[src/rtl/reg_bank_wb.sv]
// 32x32 register bank with a one-entry write-back stage and commit counter.
// Optional read forwarding from the write stage: define REG_BANK_BYPASS_EN.
module reg_bank_wb (
  input  logic        clk,
  input  logic        rst,
  input  logic        wr_en,
  input  logic [4:0]  wr_addr,
  input  logic [31:0] write_reg_data,
  input  logic        stall,
  input  logic [4:0]  rs_addr,
  input  logic [4:0]  rt_addr,
  output logic [31:0] rs_data,
  output logic [31:0] rt_data,
  output logic        wb_pending,
  output logic        hazard,
  output logic [15:0] wr_count
);

  logic [31:0] regs_q [32];
  logic [31:0] regs_d [32];
  logic        stage_valid_q, stage_valid_d;
  logic [4:0]  stage_addr_q,  stage_addr_d;
  logic [31:0] stage_data_q,  stage_data_d;
  logic [15:0] wr_count_q,    wr_count_d;

  logic [31:0] rs_arr, rt_arr;
  logic        rs_hit, rt_hit;

  always_comb begin
    regs_d        = regs_q;
    stage_valid_d = stage_valid_q;
    stage_addr_d  = stage_addr_q;
    stage_data_d  = stage_data_q;
    wr_count_d    = wr_count_q;
    // Stall freezes stage and array; any write offered meanwhile is dropped.
    if (!stall) begin
      if (stage_valid_q && (stage_addr_q != 5'd0)) begin
        regs_d[stage_addr_q] = stage_data_q;
        wr_count_d           = wr_count_q + 16'd1;
      end
      stage_valid_d = wr_en && (wr_addr != 5'd0);
      stage_addr_d  = wr_addr;
      stage_data_d  = write_reg_data;
    end
  end

  always_ff @(posedge clk or negedge rst) begin
    if (!rst) begin
      regs_q        <= '{default: '0};
      stage_valid_q <= 1'b0;
      stage_addr_q  <= '0;
      stage_data_q  <= '0;
      wr_count_q    <= '0;
    end else begin
      regs_q        <= regs_d;
      stage_valid_q <= stage_valid_d;
      stage_addr_q  <= stage_addr_d;
      stage_data_q  <= stage_data_d;
      wr_count_q    <= wr_count_d;
    end
  end

  always_comb begin
    rs_arr = (rs_addr == 5'd0) ? '0 : regs_q[rs_addr];
    rt_arr = (rt_addr == 5'd0) ? '0 : regs_q[rt_addr];
    rs_hit = stage_valid_q && (stage_addr_q == rs_addr);
    rt_hit = stage_valid_q && (stage_addr_q == rt_addr);
  end

  always_comb begin
    rs_data    = '0;
    rt_data    = '0;
    hazard     = 1'b0;
    wb_pending = 1'b0;
    wr_count   = '0;
    if (rst) begin
`ifdef REG_BANK_BYPASS_EN
      rs_data = rs_hit ? stage_data_q : rs_arr;
      rt_data = rt_hit ? stage_data_q : rt_arr;
      hazard  = 1'b0;
`else
      rs_data = rs_arr;
      rt_data = rt_arr;
      hazard  = rs_hit || rt_hit;
`endif
      wb_pending = stage_valid_q;
      wr_count   = wr_count_q;
    end
  end

endmodule
[config.mk]
export PLATFORM = sky130hd
export DESIGN_NAME = reg_bank_wb
export DESIGN_NICKNAME = d
export VERILOG_FILES = /design/src/rtl/reg_bank_wb.sv
export SDC_FILE = /design/constraint.sdc
export NUM_CORES = 2
export LEC_CHECK = 0
export BUFFER_PORTS_ARGS = -buffer_cell sky130_fd_sc_hd__buf_4
export CAP_MARGIN = 10
export CELL_PAD_IN_SITES_DETAIL_PLACEMENT = 1
export CELL_PAD_IN_SITES_GLOBAL_PLACEMENT = 1
export CORE_MARGIN = 8
export CORE_UTILIZATION = 45
export CTS_CLUSTER_SIZE = 12
export DETAILED_ROUTE_END_ITERATION = 6
export GPL_ROUTABILITY_DRIVEN = 0
export PLACE_DENSITY = 0.71
export SYNTH_ARGS = -nofsm -noshare
export SYNTH_HDL_FRONTEND = slang
export SYNTH_SLANG_ARGS = --single-unit
[constraint.sdc]
create_clock -name clk -period 2.86 [get_ports clk]
set_input_delay 0.429 -clock clk [delete_from_list [all_inputs] [get_ports clk]]
set_output_delay 0.429 -clock clk [all_outputs]
set_load 0.005 [all_outputs]
==> results.sh <==
export IMPL_outcome="completed"
export IMPL_syn_inst=4153
export IMPL_ys_seq_area_frac=0.475
export IMPL_tightest_slew_ns=1.18
export IMPL_clk_insertion_delay_late_ns=0.76
export IMPL_synth_nets=4205
export IMPL_arrival_ns=2.42
export IMPL_met1_usage=0.377
export IMPL_syn_area_um2=55100
export IMPL_wl_per_cell_um=32.0
export IMPL_synth_top_area_share=0.475
export IMPL_peakVddDrop_v=0.000499
export IMPL_rsz0062_at_grt="no"
export IMPL_yosys_area_top_type="dfrtp_1"
export IMPL_max_freq_ghz=0.351
export IMPL_p_leak_nw=29.6
export IMPL_nets=4341
export IMPL_synth_edf_count=0
export IMPL_whs_ns=0.0410
export IMPL_synth_cell_types=45
export IMPL_post_route_min_period_ns=2.85
export IMPL_vias=38600
export IMPL_htreeDepth=3
export IMPL_portBuffers=132
export IMPL_r2r_end="regs_q[797]$_DFFE_PN0P_"
export IMPL_syn_mean_instance_area_um2=13.3
export IMPL_netSwitchingFraction=0.284
export IMPL_boundaryPins=133
export IMPL_switchingPower_mw=12.3
export IMPL_clock_sinks=1046
export IMPL_fp_dieW_um=366
export IMPL_syn2layout_area_growth_pct=16.4
export IMPL_slew_headroom=0.210
export IMPL_grtUsageTotal=0.280
export IMPL_hp_class="in -> async"
export IMPL_total_power_mw=43.2
export IMPL_grt_pass1_vias=41600
export IMPL_wl_mm=192
export IMPL_grtUsageMet3=0.0542
export IMPL_rr_startpoint="stage_valid_q$_DFFE_PN0N_"
export IMPL_startpoint_type="primary input"
export IMPL_floorplan_initialDensity=0.453
export IMPL_placement_rows=128
export IMPL_clk_pin_slew_ns=0.06
export IMPL_ant_nets=0
export IMPL_grt_start_max_net_pins=176
export IMPL_hpwl_mm=121
export IMPL_setup_tns_ns=0
export IMPL_cts_root_buffer="clkbuf_16"
export IMPL_r2r_setup_slack_ns=0.43
export IMPL_die_y_um=366
export IMPL_core_area_um2=122000
export IMPL_finalMaxSlewViolations=0
export IMPL_busiest_layer="met2"
export IMPL_grtUsageMet2=0.438
export IMPL_synthArstFlopShare=1.00
export IMPL_seqPwrFrac=0.467
export IMPL_p_int_mw=30.9
export IMPL_antenna_found_initial=8
export IMPL_period_share=0.997
export IMPL_cts_buffers=115
export IMPL_cts_setup_buffers=0
export IMPL_netlist_top_cells_area="dfrtp_1 47%, mux2_2 21%, mux2i_1 10%"
export IMPL_cts_max_path_buffers=3
export IMPL_fin_skew_ns=0.0431
export IMPL_rr_worst_depth=5
export IMPL_place_ws_ns=0.0539
export IMPL_cts_tree="built"
export IMPL_final_hold_viol_count=0
export IMPL_grt_first_pass_wirelength_mm=286
export IMPL_crit_fanout=32
export IMPL_die_area_um2=134000
export IMPL_setup_ws_ns=0.00781
export IMPL_drive_above_1_share=0.426
export IMPL_power_density_nw_per_um2=673
export IMPL_placed_area_um2=59900
export IMPL_drc=0
export IMPL_ys_ff_latch=1046
export IMPL_synthFlopType="dfrtp_1"
export IMPL_max_cap_violations=0
export IMPL_design_area_um2=64200
export IMPL_gr_total_overflow=0
export IMPL_setup_viol=0
export IMPL_yosys_warnings=0
export IMPL_clkPwrFrac=0.353
export IMPL_combPwrFrac=0.180
export IMPL_via_per_inst=6.43
export IMPL_critical_path_class="in -> out"
export IMPL_firstDrtPassIters=5
export IMPL_worst_setup_path_end_kind="output port"
export IMPL_required_ns=2.43
export IMPL_drt_initial_drc_count=3221
## power groups by stage
stage / registers [mW] / clock network (mW) / logic, mW
5_1_grt: 20.5 / 16.1 / 8.36
3_5_place_dp: 20.3 / 0 / 7.68
6_report: 20.2 / 15.2 / 7.78
2_1_floorplan: 19.2 / 0 / 5.78
4_1_cts: 20.1 / 15.5 / 7.81
3_3_place_gp: 20.0 / 0 / 7.39
## critical path, stage by stage
cell	delay [ns]
buf_4	0.16
or3b_2	0.51
buf_12	0.22
a221oi_1	0.41
a22oi_1	0.28
nand4_1	0.23
buf_4	0.15
## through the flow
step	utilization	instances
after floorplan	-	4153
after global placement	0.492	5755
after detailed placement	0.492	5755
after CTS	0.527	6000
after global routing	0.527	6003
final	0.527	6006
## logic make-up after synthesis
family                   Yosys count  share of synthesized area
AO/OA/AOI/OAI                    518                     0.0646
multiplexers                    1798                      0.393
adder cells (fa/ha/maj)            1                   0.000227
buffers and inverters            443                     0.0333
flip-flops                      1046                      0.475
XOR/XNOR                          25                    0.00397
AND/OR/NAND/NOR                  322                     0.0299
## what timing repair did
action	CTS	global route
hold buffers	41	0
endpoints found under the hold margin	237	0
cloned	0	1
setup endpoints to repair	2	17
resized for setup	5	5
## registers in the layout, indices dropped and copies added, names as in the netlist
| signal | flops |
|---|---|
| stage_valid_q | 1 |
| regs_q | 992 |
| stage_addr_q | 5 |
| wr_count_q | 16 |
| stage_data_q | 32 |
## cell usage after synthesis, types with 64 or more instances
master and n:
dfrtp_1 1046, mux2_2 1015, mux2i_1 576, clkbuf_1 288
a22oi_1 192, mux4_2 192, o22ai_1 192, nand2_1 146
buf_2 128, nand4_1 72, o21ai_0 66, a221oi_1 64
## how the worst max path moves through the flow
stage	startpoint	endpoint	slack, ns	depth (start not counted)
6_report	rs_addr[2]	rs_data[15]	0.008	7
5_1_grt	rt_addr[0]	rt_data[8]	0.003	7
4_1_cts	rt_addr[1]	rt_data[26]	0.008	9
3_5_place_dp	rt_addr[1]	rt_data[26]	0.05	9
3_3_place_gp	rst	rs_data[15]	0.08	7
2_1_floorplan	rs_addr[0]	rs_data[0]	0.44	5
## final cells by class
type,count,area [um2]
antenna,5,12.5
clock buffer,174,3390
clock inverter,30,450
fill,11900,57500
inverter,2,7.51
multi-input combinational,2664,27400
sequential,1046,26200
tap,1625,2030
timing repair buffer,460,4700
## cell usage in the layout (no fill, tap or decap), drive strengths merged, types with 5 or more instances in the layout
cell type / instances
dlygate4sd3: 40
nand3: 10
or3b: 6
a221oi: 64
mux2: 1030
bufinv: 8
nor2: 19
nand4: 72
o22ai: 192
diode: 5
clkinv: 17
clkbuf: 175
xnor2: 15
buf: 419
nor2b: 12
and2: 21
o21ai: 66
a22oi: 192
inv: 5
nand2: 146
dfrtp: 1046
mux4: 192
nor3: 6
nand2b: 6
mux2i: 576
xor2: 10
## routing by layer
metal,vias up,wire (um)
met4,0,9950
met1,20800,81500
met3,435,12200
li1,16000,-
met2,1347,88500
met5,-,0
Power figures use the tool's default switching activity.
